### config.mk
export PLATFORM = sky130hd
export DESIGN_NAME = pt_ram_reader
export DESIGN_NICKNAME = d
export VERILOG_FILES = /design/src/rtl/pt_ram_reader.sv
export SDC_FILE = /design/constraint.sdc
export NUM_CORES = 1
export LEC_CHECK = 0
export CORE_ASPECT_RATIO = 0.9
export CORE_MARGIN = 5
export CORE_UTILIZATION = 58
export DETAILED_ROUTE_END_ITERATION = 10
export GPL_TIMING_DRIVEN = 0
export PLACE_DENSITY = 0.86
export SLEW_MARGIN = 20
export SYNTH_ARGS = -nofsm -noshare
export SYNTH_HDL_FRONTEND = slang
export SYNTH_SLANG_ARGS = --single-unit
export TNS_END_PERCENT = 10
### constraint.sdc
create_clock -name clk -period 10 [get_ports clk]
set_input_delay 2 -clock clk [delete_from_list [all_inputs] [get_ports clk]]
set_output_delay 2 -clock clk [all_outputs]
set_load 0.02 [all_outputs]
### src/rtl/pt_ram_reader.sv
// pt_ram_reader: streams a range of point RAM words out over valid/ready.
// Reads are issued on RAM port B in ascending or descending address order.
// A 2-entry output buffer hides the RAM's registered read latency.
// The most recent read may also stay parked on pt_ram_dob: addrb is held
// while that word waits, so the RAM keeps returning the same word.
module pt_ram_reader #(
    parameter int unsigned ADDR_BITS  = 10,
    parameter int unsigned DATA_WIDTH = 32
) (
    input  logic                  clk,
    input  logic                  rst,
    input  logic                  start,
    input  logic [ADDR_BITS:0]    count,
    input  logic                  descending,
    output logic                  busy,
    output logic                  done,
    output logic [ADDR_BITS-1:0]  pt_ram_addrb,
    input  logic [DATA_WIDTH-1:0] pt_ram_dob,
    output logic                  m_valid,
    input  logic                  m_ready,
    output logic [DATA_WIDTH-1:0] m_data,
    output logic                  m_last
);

    localparam int unsigned CNT_W = ADDR_BITS + 1;

    typedef enum logic [1:0] {
        S_IDLE  = 2'd0,
        S_ISSUE = 2'd1,
        S_DRAIN = 2'd2
    } state_t;

    state_t state, state_nx;

    // Readout parameters and progress
    logic [CNT_W-1:0] count_q;
    logic             desc_q;
    logic [CNT_W-1:0] cnt;

    // Read pipeline tracking: address presented, then word on dob
    logic rd_pend, rd_last;
    logic dob_v, dob_last;

    // Second buffer entry behind the m_* output register
    logic                  skid_v;
    logic                  skid_last;
    logic [DATA_WIDTH-1:0] skid_data;

    // Combinational control
    logic             pop, cap, room, issue, issue_last, done_nx, dob_v_nx;
    logic [1:0]       occ, occ_post;
    logic [CNT_W-1:0] issue_count, issue_cnt, issue_addr;
    logic             issue_desc;

    // Next-state, issue decision and buffer flow control
    always_comb begin
        state_nx    = state;
        issue       = 1'b0;
        done_nx     = 1'b0;
        issue_count = count_q;
        issue_desc  = desc_q;
        issue_cnt   = cnt;

        pop      = m_valid & m_ready;
        occ      = 2'(m_valid) + 2'(skid_v) - 2'(pop);
        cap      = dob_v & (occ != 2'd2);
        occ_post = occ + 2'(cap);
        dob_v_nx = rd_pend | (dob_v & ~cap);
        // A new address may only displace the word on dob if that word is sure to be captured
        room     = ~dob_v_nx | (occ_post != 2'd2);

        unique case (state)
            S_IDLE: begin
                // done high means the previous readout is still finishing
                if (start && !done) begin
                    if (count == '0) begin
                        done_nx = 1'b1;
                    end else begin
                        issue       = 1'b1;
                        issue_count = count;
                        issue_desc  = descending;
                        issue_cnt   = '0;
                        state_nx    = (count == CNT_W'(1)) ? S_DRAIN : S_ISSUE;
                    end
                end
            end
            S_ISSUE: begin
                if (room) begin
                    issue = 1'b1;
                    if (cnt + CNT_W'(1) == count_q) begin
                        state_nx = S_DRAIN;
                    end
                end
            end
            S_DRAIN: begin
                if (pop && m_last) begin
                    state_nx = S_IDLE;
                    done_nx  = 1'b1;
                end
            end
            default: state_nx = S_IDLE;
        endcase

        issue_last = (issue_cnt + CNT_W'(1)) == issue_count;
        issue_addr = issue_desc ? CNT_W'(issue_count - issue_cnt - CNT_W'(1)) : issue_cnt;
    end

    // State register
    always_ff @(posedge clk) begin
        if (rst) begin
            state <= S_IDLE;
        end else begin
            state <= state_nx;
        end
    end

    // Address issue, read pipeline, output buffer and status registers
    always_ff @(posedge clk) begin
        if (rst) begin
            busy         <= 1'b0;
            done         <= 1'b0;
            pt_ram_addrb <= '0;
            count_q      <= '0;
            desc_q       <= 1'b0;
            cnt          <= '0;
            rd_pend      <= 1'b0;
            rd_last      <= 1'b0;
            dob_v        <= 1'b0;
            dob_last     <= 1'b0;
            skid_v       <= 1'b0;
            skid_last    <= 1'b0;
            skid_data    <= '0;
            m_valid      <= 1'b0;
            m_data       <= '0;
            m_last       <= 1'b0;
        end else begin
            busy <= (state_nx != S_IDLE);
            done <= done_nx;

            if (issue) begin
                pt_ram_addrb <= ADDR_BITS'(issue_addr);
                cnt          <= issue_cnt + CNT_W'(1);
                count_q      <= issue_count;
                desc_q       <= issue_desc;
                rd_last      <= issue_last;
            end
            rd_pend <= issue;

            dob_v <= dob_v_nx;
            if (rd_pend) begin
                dob_last <= rd_last;
            end

            if (pop || !m_valid) begin
                if (skid_v) begin
                    m_valid <= 1'b1;
                    m_data  <= skid_data;
                    m_last  <= skid_last;
                    skid_v  <= cap;
                    if (cap) begin
                        skid_data <= pt_ram_dob;
                        skid_last <= dob_last;
                    end
                end else if (cap) begin
                    m_valid <= 1'b1;
                    m_data  <= pt_ram_dob;
                    m_last  <= dob_last;
                end else begin
                    m_valid <= 1'b0;
                    m_last  <= 1'b0;
                end
            end else if (cap) begin
                skid_v    <= 1'b1;
                skid_data <= pt_ram_dob;
                skid_last <= dob_last;
            end
        end
    end

endmodule

==> impl_metrics.toml <==
[clocking]
cts_setup_buffers = 0
h-tree-depth = 3
clockRootBuffer = "clkbuf_8"
clockBufferDepth = 2
numCtsBuffers = 9
cts.repair.resized = 0
cts.sinks = 109
clk_latency_ns = 0.38
clk_pin_slew_ns = 0.11
cts_tree = "built"
postCtsHoldBufs = 0

[floorplanning]
die-area_um2 = 11800
initial_utilization = 0.590
ios = 94
core-area_um2 = 9570
die_w_um = 114
die_h_um = 104
rows = 34

[setup_path]
crit_path_end_kind = "flop"
critPathLaunchType = "input port"
cp_slowest_cell = "clkdlybuf4s50_1"
worstPathMaxFanout = 10
crit_buf_inv = 5
worst-setup-path-type = "input port to flop"
cpMostUsedCell = "buf_2"
cp_slowest_stage_delay_ns = 0.62
crit_chain = "clkdlybuf4s50_1 -> nor3_4 -> nand4_4 -> o21ai_1 -> buf_2 -> buf_2 -> buf_2 -> buf_1 -> and2_1 -> ha_1 -> nand3_2 -> or3_4 -> nor2_2 -> xnor2_1 -> nor4_1 -> o21ai_0 -> a2111oi_0 -> a32oi_1 -> nor2_1"
crit_family = "buffers and inverters"
arrival_ns = 7.01
crit_required_ns = 10.32

[yosys]
syn_area_um2 = 5650
syn_area_per_cell_um2 = 8.19
async_flop_share = 0
ys.flop_type = "dfxtp_1"
synth_edf_count = 0
synth_seq_cells = 109
yosysSeqAreaShare = 0.387
yosys_warnings = 0
syn_inst = 689
synth_fp_nets = 746
synth_cell_type_count = 70

[timing]
maxSlewViolCount = 0
skew_ns = 0.0144
setup_violations = 0
period_needed_ns = 6.70
hold_ws_ns = 0.465
max_freq_mhz = 149
fin_crit_sh = 0.670
tightest_slew_ns = 0.938
rsz0062_at_grt = "false"
tns_ns = 0
finalHoldViolCount = 0
relSlewSlack = 0.374

[power_and_ir_drop]
p_sw_frac = 0.321
peakVddDrop_uv = 106
pwr-share-comb = 0.249
p_switching_mw = 0.329
power_density_nw_per_um2 = 147
pwr-share-clk = 0.289
p_seq_frac = 0.462
power.leakage_nw = 2.37
p_int_mw = 0.695

[drt]
routed-via-count = 5586
firstDrtPassIters = 5
ant_nets = 0
routed_wl_um = 17300
initialDrtViolationCount = 564
wl_per_cell_um = 18.7
drcViolationCount = 0
vias_per_cell = 6.05

[global_routing]
antenna_found_initial = 0
grt_pass1_wl_um = 28000
grt_pass1_vias = 5599
track_usage = 0.292
grt_max_degree = 21
grt.overflow.total = 0

[layout]
area_growth_pct = 23.3
final_cell_area_um2 = 6960
most-common-layout-cells = "nand2_1, dfxtp_1, clkdlybuf4s50_1, nor2_1, a21oi_1"
fillers = 753
fin_nets = 850
antenna_cells = 0
drive_gt1_frac = 0.0614
final_util = 0.727
layout_commonest_cell = "nand2_1"

[place]
portBuffers = 93
placed_area_um2 = 6730
finalWeightedCongestion = 1.12
dp_hpwl_um = 12900

[outcome]
outcome = "complete, no violations"

[hold_path]
hold_class = "flop to flop"

[job]
drv_cap = 0
==> Yosys cell counts, types with 6 or more instances <==
master	n	area, um2
dfxtp_1	109	2180
clkbuf_1	33	124
nor3_1	11	55.1
o21ai_0	19	95.1
nand3_1	9	45.0
inv_1	11	41.3
a211oi_1	33	248
nor2_1	73	274
mux2i_1	38	380
xor2_1	14	123
nand2_1	120	450
buf_2	9	45.0
a22oi_1	6	45.0
nor2b_1	9	56.3
ha_1	9	113
xnor2_1	25	219
a21oi_1	61	305
==> flip-flops by register name, summed over array words and instances, names as in the netlist <==
signal / count
done: 1
cnt: 11
rd_pend: 1
desc_q: 1
skid_last: 1
skid_v: 1
count_q: 11
skid_data: 32
m_last: 1
pt_ram_addrb: 10
rd_last: 1
dob_v: 1
m_data: 32
state: 2
dob_last: 1
m_valid: 1
busy: 1
==> per-layer routing <==
layer,GRT usage,part of all wire
met5,0,0
met4,0.0823,0.016
met3,0.0577,0.097
met2,0.472,0.48
met1,0.396,0.41
==> path summary, 6_finish.rpt <==
check,startpoint,endpoint,slack (ns),cells past startpoint
worst min-delay path,skid_data[14]$_SDFFE_PP0P_,skid_data[14]$_SDFFE_PP0P_,0.47,2
worst min register to register,skid_data[14]$_SDFFE_PP0P_,skid_data[14]$_SDFFE_PP0P_,0.47,2
worst max register to register,state[0]$_SDFF_PP0_,rd_last$_SDFFE_PP0P_,5.60,17
worst max-delay path,count[4],rd_last$_SDFFE_PP0P_,3.30,19
==> worst reg2reg max path, delay by kind of cell, from the launching register on <==
family	cells	cell delay (ns)
AND/OR/NAND/NOR	7	1.32
buffers and inverters	4	1.34
AO/OA/AOI/OAI	4	0.82
flip-flops	1	0.47
adder cells (fa/ha/maj)	1	0.28
XOR/XNOR	1	0.10
==> cell type report <==
type / instances / area (um2) / area share
plain buffers: 50 / 218 / 0.0313
clock buffers: 10 / 138 / 0.0198
clock inverters: 6 / 88.8 / 0.0128
inverters: 11 / 41.3 / 0.00593
multi-input cells: 519 / 3200 / 0.460
flip-flops and latches: 109 / 2180 / 0.313
well taps: 126 / 158 / 0.0226
repair buffers: 93 / 931 / 0.134
==> cell families (layout without fill, tap and decap cells) <==
group / Yosys count / after routing / synth area share
multiplexers: 43 / 43 / 0.0789
XOR/XNOR: 39 / 39 / 0.0605
flip-flops: 109 / 109 / 0.387
AO/OA/AOI/OAI: 164 / 164 / 0.189
AND/OR/NAND/NOR: 262 / 262 / 0.215
buffers and inverters: 61 / 170 / 0.0459
adder cells (fa/ha/maj): 11 / 11 / 0.0235
==> per-stage QoR <==
stage          total power, mW  cells  setup slack, ns
6_report                  1.02    924             3.30
5_1_grt                   1.06    924             3.04
4_1_cts                   1.02    924             3.42
3_5_place_dp             0.732    908             3.05
3_3_place_gp             0.724    908             3.07
2_1_floorplan            0.631    689             4.62
==> power by group through the flow <==
stage | logic (mW) | registers (mW) | clock network, mW
final | 0.255 | 0.473 | 0.295
after CTS | 0.251 | 0.473 | 0.296
after floorplan | 0.132 | 0.499 | 0
after detailed placement | 0.249 | 0.483 | 0
after global placement | 0.243 | 0.482 | 0
after global routing | 0.274 | 0.476 | 0.314
No activity file was read; power rests on OpenSTA's default activity.
